### src/rtl/cpu_pkg.sv
// Shared CPU definitions: opcode constants, instruction field positions and
// the one-word/two-word classification used by fetch and control.
package cpu_pkg;

    localparam logic [4:0] OP_NOP = 5'd0;
    localparam logic [4:0] OP_LDM = 5'd13;
    localparam logic [4:0] OP_JZ  = 5'd16;
    localparam logic [4:0] OP_JN  = 5'd17;
    localparam logic [4:0] OP_JC  = 5'd18;
    localparam logic [4:0] OP_JMP = 5'd19;
    localparam logic [4:0] OP_SHL = 5'd30;
    localparam logic [4:0] OP_SHR = 5'd31;

    localparam int OPC_MSB   = 15;
    localparam int OPC_LSB   = 11;
    localparam int RDST_MSB  = 10;
    localparam int RDST_LSB  = 8;
    localparam int RSRC1_MSB = 7;
    localparam int RSRC1_LSB = 5;
    localparam int RSRC2_MSB = 4;
    localparam int RSRC2_LSB = 2;

    typedef enum logic {
        S_WORD1,
        S_IMM
    } fetch_state_e;

    typedef struct packed {
        logic [4:0] opcode;
        logic [2:0] rdst;
        logic [2:0] rsrc1;
        logic [2:0] rsrc2;
    } instr_fields_t;

    // Opcodes whose immediate lives in the following instruction word.
    function automatic logic is_two_word(input logic [4:0] opcode);
        return (opcode == OP_LDM) || (opcode == OP_SHL) || (opcode == OP_SHR);
    endfunction

endpackage

### src/rtl/if_id_reg.sv
// IF/ID pipeline register: load a new packet, insert a bubble, or hold.
// A bubble always presents NOP_OPCODE so decode sees no side effects.
module if_id_reg
    import cpu_pkg::*;
#(
    parameter int         ADDR_W     = 16,
    parameter logic [4:0] NOP_OPCODE = OP_NOP
) (
    input  logic                clk,
    input  logic                rst_n,
    input  logic                load,
    input  logic                bubble,
    input  instr_fields_t       fields_in,
    input  logic [15:0]         imm_in,
    input  logic [ADDR_W-1:0]   pc_next_in,
    output logic                valid,
    output instr_fields_t       fields_out,
    output logic [15:0]         imm,
    output logic [ADDR_W-1:0]   pc_next
);

    localparam instr_fields_t BUBBLE_FIELDS = '{opcode: NOP_OPCODE, rdst: 3'd0, rsrc1: 3'd0, rsrc2: 3'd0};

    logic                valid_q,   valid_d;
    instr_fields_t       fields_q,  fields_d;
    logic [15:0]         imm_q,     imm_d;
    logic [ADDR_W-1:0]   pc_next_q, pc_next_d;

    always_comb begin
        valid_d   = valid_q;
        fields_d  = fields_q;
        imm_d     = imm_q;
        pc_next_d = pc_next_q;
        if (bubble) begin
            valid_d   = 1'b0;
            fields_d  = BUBBLE_FIELDS;
            imm_d     = '0;
            pc_next_d = '0;
        end else if (load) begin
            valid_d   = 1'b1;
            fields_d  = fields_in;
            imm_d     = imm_in;
            pc_next_d = pc_next_in;
        end
    end

    always_ff @(posedge clk or negedge rst_n) begin
        if (!rst_n) begin
            valid_q   <= 1'b0;
            fields_q  <= BUBBLE_FIELDS;
            imm_q     <= '0;
            pc_next_q <= '0;
        end else begin
            valid_q   <= valid_d;
            fields_q  <= fields_d;
            imm_q     <= imm_d;
            pc_next_q <= pc_next_d;
        end
    end

    assign valid      = valid_q;
    assign fields_out = fields_q;
    assign imm        = imm_q;
    assign pc_next    = pc_next_q;

endmodule

### src/rtl/fetch_stage.sv
// Instruction fetch: PC generation, two-word instruction assembly and
// stall/flush/redirect handling in front of the IF/ID register.
module fetch_stage
    import cpu_pkg::*;
#(
    parameter int                ADDR_W     = 16,
    parameter logic [ADDR_W-1:0] RESET_PC   = '0,
    parameter logic [4:0]        NOP_OPCODE = OP_NOP
) (
    input  logic                clk,
    input  logic                rst_n,
    output logic [ADDR_W-1:0]   imem_addr,
    input  logic [15:0]         imem_data,
    input  logic                stall,
    input  logic                redirect_valid,
    input  logic [ADDR_W-1:0]   redirect_pc,
    output logic                id_valid,
    output logic [4:0]          id_opcode,
    output logic [2:0]          id_rdst,
    output logic [2:0]          id_rsrc1,
    output logic [2:0]          id_rsrc2,
    output logic [15:0]         id_imm,
    output logic [ADDR_W-1:0]   id_pc_next
);

    logic [ADDR_W-1:0] pc_q,    pc_d;
    fetch_state_e      state_q, state_d;
    logic [15:0]       held_q,  held_d;

    logic [ADDR_W-1:0] pc_inc;
    logic [15:0]       src_word;
    logic [15:0]       imm_word;
    logic              load;
    logic              bubble;
    instr_fields_t     fields;
    instr_fields_t     fields_out;
    logic [1:0]        unused_low_bits;

    assign pc_inc = pc_q + ADDR_W'(1);

    always_comb begin
        pc_d     = pc_q;
        state_d  = state_q;
        held_d   = held_q;
        src_word = imem_data;
        imm_word = '0;
        load     = 1'b0;
        bubble   = 1'b0;
        if (redirect_valid) begin
            pc_d    = redirect_pc;
            state_d = S_WORD1;
            held_d  = '0;
            bubble  = 1'b1;
        end else if (!stall) begin
            pc_d = pc_inc;
            if (state_q == S_IMM) begin
                src_word = held_q;
                imm_word = imem_data;
                load     = 1'b1;
                state_d  = S_WORD1;
            end else if (is_two_word(imem_data[OPC_MSB:OPC_LSB])) begin
                held_d  = imem_data;
                state_d = S_IMM;
                bubble  = 1'b1;
            end else begin
                load = 1'b1;
            end
        end
    end

    always_comb begin
        fields.opcode = src_word[OPC_MSB:OPC_LSB];
        fields.rdst   = src_word[RDST_MSB:RDST_LSB];
        fields.rsrc1  = src_word[RSRC1_MSB:RSRC1_LSB];
        fields.rsrc2  = src_word[RSRC2_MSB:RSRC2_LSB];
    end

    // The two low instruction bits carry no field in this ISA.
    assign unused_low_bits = src_word[1:0];

    always_ff @(posedge clk or negedge rst_n) begin
        if (!rst_n) begin
            pc_q    <= RESET_PC;
            state_q <= S_WORD1;
            held_q  <= '0;
        end else begin
            pc_q    <= pc_d;
            state_q <= state_d;
            held_q  <= held_d;
        end
    end

    if_id_reg #(
        .ADDR_W     (ADDR_W),
        .NOP_OPCODE (NOP_OPCODE)
    ) u_if_id (
        .clk        (clk),
        .rst_n      (rst_n),
        .load       (load),
        .bubble     (bubble),
        .fields_in  (fields),
        .imm_in     (imm_word),
        .pc_next_in (pc_inc),
        .valid      (id_valid),
        .fields_out (fields_out),
        .imm        (id_imm),
        .pc_next    (id_pc_next)
    );

    assign imem_addr = pc_q;
    assign id_opcode = fields_out.opcode;
    assign id_rdst   = fields_out.rdst;
    assign id_rsrc1  = fields_out.rsrc1;
    assign id_rsrc2  = fields_out.rsrc2;

endmodule
### config.mk
export PLATFORM = sky130hd
export DESIGN_NAME = fetch_stage
export DESIGN_NICKNAME = d
export VERILOG_FILES = /design/src/rtl/cpu_pkg.sv /design/src/rtl/if_id_reg.sv /design/src/rtl/fetch_stage.sv
export SDC_FILE = /design/constraint.sdc
export NUM_CORES = 1
export LEC_CHECK = 0
export ABC_AREA = 1
export ABC_CLOCK_PERIOD_IN_PS = 1550
export CORE_UTILIZATION = 38
export CTS_CLUSTER_DIAMETER = 40
export DETAILED_ROUTE_END_ITERATION = 7
export GPL_TIMING_DRIVEN = 0
export PLACE_DENSITY_LB_ADDON = 0.15
export SYNTH_ARGS = -nofsm -noshare
export SYNTH_HDL_FRONTEND = slang
export SYNTH_SLANG_ARGS = --single-unit
### constraint.sdc
create_clock -name clk -period 1.55 [get_ports clk]
set_input_delay 0.31 -clock clk [delete_from_list [all_inputs] [get_ports clk]]
set_output_delay 0.31 -clock clk [all_outputs]
set_load 0.01 [all_outputs]
### Word level (Yosys, flattened, before mapping)

Cells that the tools add are included.

| word-level totals | value |
|---|---|
| word-level logic and storage cells | 51 |
| input port bits | 36 |
| bits in registers | 80 |
| output and inout bits | 63 |

| operators by class | value |
|---|---|
| muxes and demuxes | 30 |
| equal/unequal tests | 5 |
| $add $sub $neg | 1 |
| reduce and logical (&&, ||, !) cells | 5 |

Operators with widths:

| operator | count |
|---|---|
| $mux 16 | 16 |
| $mux 14 | 2 |
| $add 16x1->16 const B | 1 |
| $mux 1 | 12 |
| $eq 5x5->1 const B | 2 |
| $eq 5x4->1 const B | 1 |
| $reduce_bool 2->1 | 2 |
| $reduce_and 3->1 | 1 |
| $logic_or 1x1->1 | 2 |
| $ne 2x1->1 const B | 1 |
| $ne 2x2->1 const B | 1 |

### Logic depth before layout (Yosys ltp)

| logic depth | value |
|---|---|
| depth in word-level cells | 9 |
| gate-level depth with buffers | 9 |
| gate-level depth less buffers | 9 |

### Modules after synthesis

From an unflattened synthesis, not the netlist that was laid out.

| unflattened totals | value |
|---|---|
| cells, all modules | 506 |
| area total of the unflattened synthesis | 3948.8 um^2 |

Modules (own cells, without submodules):

| module | cells an instance | seq. area each (um^2) | instances | area an instance (um^2) |
|---|---|---|---|---|
| fetch_stage | 304 | 775.7 | 1 | 2063.2 |
| if_id_reg | 202 | 1176.1 | 1 | 1885.6 |

### Worst setup path before layout

No wires, ideal clock.

| timing path | value |
|---|---|
| path type | reg2reg |
| start point | reg pc_q[0] (netlist: imem_addr[0]) |
| end point | reg pc_q[12] (netlist: imem_addr[12]) |
| required time | 1433 ps |
| period minus slack after synthesis | 1458 ps |
| setup slack | 92 ps |
| stages on the path, launching flop included | 9 |
| path buffers | 0 |
| arrival | 1340 ps |
| setup time | 117 ps |
| cells stage by stage | dfrtp_1 -> ha_1 -> nand2_1 -> nor2_4 -> nand2_1 -> nor2_1 -> nand2_1 -> nand3_1 -> nand2_1 |

| between the ends | value |
|---|---|
| cells in the longest elaborated chain, start to end | 3 |

Ends and longest elaborated chain:

| item | RTL line | RTL |
|---|---|---|
| start, declared | fetch_stage.sv:26 | `logic [ADDR_W-1:0] pc_q, pc_d;` |
| start signal, assigned | fetch_stage.sv:87 | `pc_q <= pc_d;` |
| $add 16x1->16 | fetch_stage.sv:39 | `assign pc_inc = pc_q + ADDR_W'(1);` |
| $mux 16 | fetch_stage.sv:54 | `end else if (!stall) begin` |
| $mux 16 | fetch_stage.sv:49 | `if (redirect_valid) begin` |

No other way between the ends. The select of a mux whose other input is x is not followed.
A chain may end at the register's enable or synchronous reset.

### Worst setup path after layout

| timing path | value |
|---|---|
| start point | in imem_data[13] |
| end point | reg u_if_id.fields_q, in the netlist u_if_id.fields_out[12] |

| between the ends | value |
|---|---|
| cells in the longest elaborated chain, start to end | 8 |
| elaborated cells on any way between the ends | 15 |
| classes of those cells | eq/ne (3); mux (9); reduce/logical (3) |

Ends and longest elaborated chain:

| item | RTL line | RTL |
|---|---|---|
| start, declared | fetch_stage.sv:13 | `input logic [15:0] imem_data,` |
| $eq 5x4->1 / $eq 5x5->1 (equally long branches) | cpu_pkg.sv:37 | `return (opcode == OP_LDM) \|\| (opcode == OP_SHL) \|\| (opcode == OP_SHR);` |
| $logic_or 1x1->1 | cpu_pkg.sv:37 |  |
| $logic_or 1x1->1 * | cpu_pkg.sv:37 |  |
| $mux 1 | fetch_stage.sv:61 | `end else if (is_two_word(imem_data[OPC_MSB:OPC_LSB])) begin` |
| $mux 1 | fetch_stage.sv:56 | `if (state_q == S_IMM) begin` |
| $mux 1 | fetch_stage.sv:54 |  |
| $mux 1 | fetch_stage.sv:49 |  |
| $mux 14 / $reduce_bool 2->1 (equally long branches) | -- |  |
| end signal, assigned | if_id_reg.sv:55 | `fields_q <= fields_d;` |
| end, declared | if_id_reg.sv:25 | `instr_fields_t fields_q, fields_d;` |

Mark *: on every way between the ends. The rest lies on a longest branch, timed or not.

==> impl_metrics.py <==
metrics = {
    "floorplanning": {
        "ios": 99,
        "rows": 35,
        "dieArea_mm2": 0.01013,
        "core_mm2": 0.009328,
        "die_x_um": 100.7,
        "initial_core_util_pct": 39.66,
        "fp.dieH_um": 100.7,
    },
    "power": {
        "swShare_pct": 28.51,
        "p_switching_mw": 1.331,
        "p_leak_nw": 2.694,
        "cellPowerDensity_mw_per_mm2": 894.6,
        "clkPwrFrac_pct": 33.4,
        "power_mw": 4.669,
        "ir_drop_mv": 0.5322,
        "comb_power_share_pct": 19.0,
        "seqPwrFrac_pct": 47.6,
        "p_int_mw": 3.338,
    },
    "sta": {
        "tns_ps": 0,
        "finalCriticalPeriod_ps": 1448,
        "period_share_pct": 93.41,
        "clock_skew_ps": 11.76,
        "rsz0062_at_grt": "no",
        "timing.fmax_mhz": 690.7,
        "hold_viol_final": 0,
        "max_slew_margin_pct": 65.84,
        "setup_ws_ps": 102.1,
        "setup_viol_count_final": 0,
        "worst_slew_pin_slew_ps": 512.4,
        "slew_viol_final": 0,
    },
    "detailed_routing": {
        "wl_per_cell_um": 15.40,
        "drt-initial-drc-count": 169,
        "via_per_inst": 4.954,
        "vias": 3354,
        "routed_wl_um": 10420,
        "drc": 0,
        "drtPass1Iterations": 4,
        "postRouteAntennaNets": 0,
    },
    "finish": {
        "nets": 580,
        "drive_gt1_share_pct": 19.34,
        "multi_input_area_mm2": 0.001540,
        "syn2layout_area_growth_pct": 41.06,
        "diodes": 0,
        "seq_area_mm2": 0.001958,
        "n_fill_cell": 910,
    },
    "synth": {
        "synth_adder_area_share_pct": 0.3382,
        "synth_top_cell_area_share_pct": 52.76,
        "synth.area.mux_share_pct": 0,
        "synth_area_leaders": "dfrtp_1 53%, nand2_1 14%, o21ai_2 6.2%, nand3_1 3.8%, o21ai_0 3.4%",
        "ys_seq_area_share_pct": 52.76,
        "ys_types": 30,
        "ys_ff_latch": 78,
        "synth_warnings": 0,
        "ys_async_sr_fraction_pct": 100.0,
        "synth_top_family_by_area": "simple AND/OR/NAND/NOR gates",
        "synth_edf_count": 0,
        "synth_compound_area_share_pct": 15.73,
        "syn_nets": 450,
        "synth_cells": 413,
        "syn_area_per_cell_um2": 8.958,
        "ys.flop_type": "dfrtp_1",
        "synth_xor_area_share_pct": 1.184,
        "netlist.top_cell.by_area": "dfrtp_1",
        "synth_most_common_cell": "nand2_1",
        "synth_area_mm2": 0.003700,
        "synthSimpleGateAreaFrac_pct": 23.17,
        "ys_top_cells_by_count": "140 x nand2_1, 78 x dfrtp_1, 31 x inv_1, 28 x nand3_1, 26 x o21ai_2",
    },
    "global_routing": {
        "grt_pass1_wl_um": 16590,
        "antenna_found_initial": 0,
        "grt_usage_pct": 21.49,
        "grt_pass1_vias": 3385,
        "grt_overflow": 0,
        "grt_max_degree": 47,
    },
    "clock_tree": {
        "cts_buffer_depth": 2,
        "cts_buffers": 9,
        "htreeDepth": 3,
        "insertion_delay_ps": 350,
        "cts.sinks": 78,
        "clk_pin_slew_worst_paths_ps": 80,
        "cts_root_buf": "clkbuf_8",
        "cts_tree": "yes",
    },
    "setup_path": {
        "cpLargestDelayFamily": "buffers and inverters",
        "crit_path_start_kind": "input port",
        "arrival_ps": 1680,
        "worstPathCellList": "clkdlybuf4s50_1 > nand2_1 > nand3b_4 > nor2_8 > nor2_8 > inv_4 > buf_12 > o21ai_2",
        "critical-path-max-stage-delay_ps": 520,
        "required_ps": 1790,
        "end_kind": "register",
        "crit_type": "input port to register",
        "cp_max_fo": 10,
        "cpMostUsedCell": "nor2_8",
        "crit_path_top_delay_cell": "clkdlybuf4s50_1",
        "critPathBufInv": 3,
    },
    "run": {
        "cap_violations": 0,
    },
    "status": {
        "status": "complete, no violations",
    },
    "placement": {
        "pre_cts_ws_ps": -390.6,
        "gp_congestion": 0.8435,
        "io_buffers": 97,
        "hpwl_um": 7142,
    },
    "min_path": {
        "min_path_type": "input port to register",
    },
}
cell type report:
| type | count | share of cell area (%) |
|---|---|---|
| inverters | 36 | 2.637 |
| repair buffers | 118 | 20.79 |
| multi-input cells | 282 | 29.51 |
| well taps | 129 | 3.093 |
| clock buffers | 11 | 2.709 |
| plain buffers | 18 | 2.637 |
| flip-flops and latches | 78 | 37.52 |
| clock inverters | 5 | 1.103 |
kinds of logic (layout without fill, tap and decap cells):
family | after synthesis | count (layout)
AOI/OAI and AO/OA | 82 | 82
xor gates and xnor gates | 5 | 5
adders and majority gates | 1 | 1
buffers and inverters | 54 | 188
DFF | 78 | 78
and+or+nand+nor | 193 | 194
tightest hold or removal path: stages:
cell	delay, ps
buf_6	130
nand2_1	60
o211ai_1	80
repair_timing:
action                     4_1_cts  5_1_grt
gates resized for setup         69       19
setup endpoints to repair       85       56
pin swaps                        1        4
hold endpoints to repair        32        0
hold buffers                     1        0
setup buffers                   14        5
gates cloned                     0        1
cell usage in the layout, fill, tap and decap left out, types with 4 or more instances in the layout:
| master | instances |
|---|---|
| a32o_1 | 5 |
| buf_2 | 4 |
| buf_4 | 24 |
| clkbuf_1 | 5 |
| clkbuf_8 | 10 |
| clkdlybuf4s50_1 | 30 |
| dfrtp_1 | 73 |
| dfrtp_2 | 5 |
| dlygate4sd2_1 | 61 |
| dlymetal6s2s_1 | 5 |
| inv_1 | 31 |
| inv_2 | 4 |
| nand2_1 | 137 |
| nand2_2 | 4 |
| nand3_1 | 28 |
| nor2_1 | 8 |
| nor2_2 | 4 |
| nor2_4 | 5 |
| o211ai_1 | 7 |
| o21ai_0 | 25 |
| o21ai_2 | 26 |
| o22ai_1 | 14 |
state kept, by name, summed over array words and instances (netlist names):
signal and count:
held_q 14, imem_addr 16, state_q 1, u_if_id.fields_out 14, u_if_id.imm 16, u_if_id.pc_next 16
u_if_id.valid 1
through the flow:
stage | hold WS (ps) | instance area [um^2] | instances | util, %
after global placement | 461.1 | 4832 | 639 | 51.80
after global routing | 310.1 | 5219 | 677 | 55.95
final | 281.2 | 5219 | 677 | 55.95
after detailed placement | 294.2 | 4857 | 640 | 52.07
after CTS | 269.0 | 5106 | 671 | 54.74
after floorplan | 14.41 | 3700 | 413 | -
power groups by stage:
stage	registers (mW)	clock network [mW]	logic, mW
floorplan	2.32	0	0.340
global placement	2.30	0	0.818
detailed placement	2.30	0	0.837
CTS	2.22	1.59	0.868
global route	2.24	1.67	0.978
finish	2.22	1.56	0.888
routing by layer:
| layer | track usage, % | up-vias | routed length [um] |
|---|---|---|---|
| li1 | - | 1613 | - |
| met1 | 27.64 | 1620 | 4586 |
| met2 | 36.04 | 108 | 5093 |
| met3 | 5.409 | 13 | 595 |
| met4 | 5.909 | 0 | 148 |
| met5 | 0 | - | 0 |
path summary, 6_finish.rpt:
kind	start	endpoint	slack, ps	cells past startpoint
max	imem_data[13]	u_if_id.fields_out[12]$_DFFE_PN0P_	100	8
min reg2reg	u_if_id.pc_next[15]$_DFFE_PN0P_	u_if_id.pc_next[15]$_DFFE_PN0P_	480	2
min	redirect_valid	imem_addr[8]$_DFFE_PN0P_	280	3
min in group asynchronous	rst_n	u_if_id.pc_next[4]$_DFFE_PN0P_	450	2
max in group asynchronous	rst_n	imem_addr[0]$_DFFE_PN0P_	510	3
max reg2reg	imem_addr[8]$_DFFE_PN0P_	u_if_id.pc_next[10]$_DFFE_PN0P_	110	7
(Power assumes the default switching activity.)
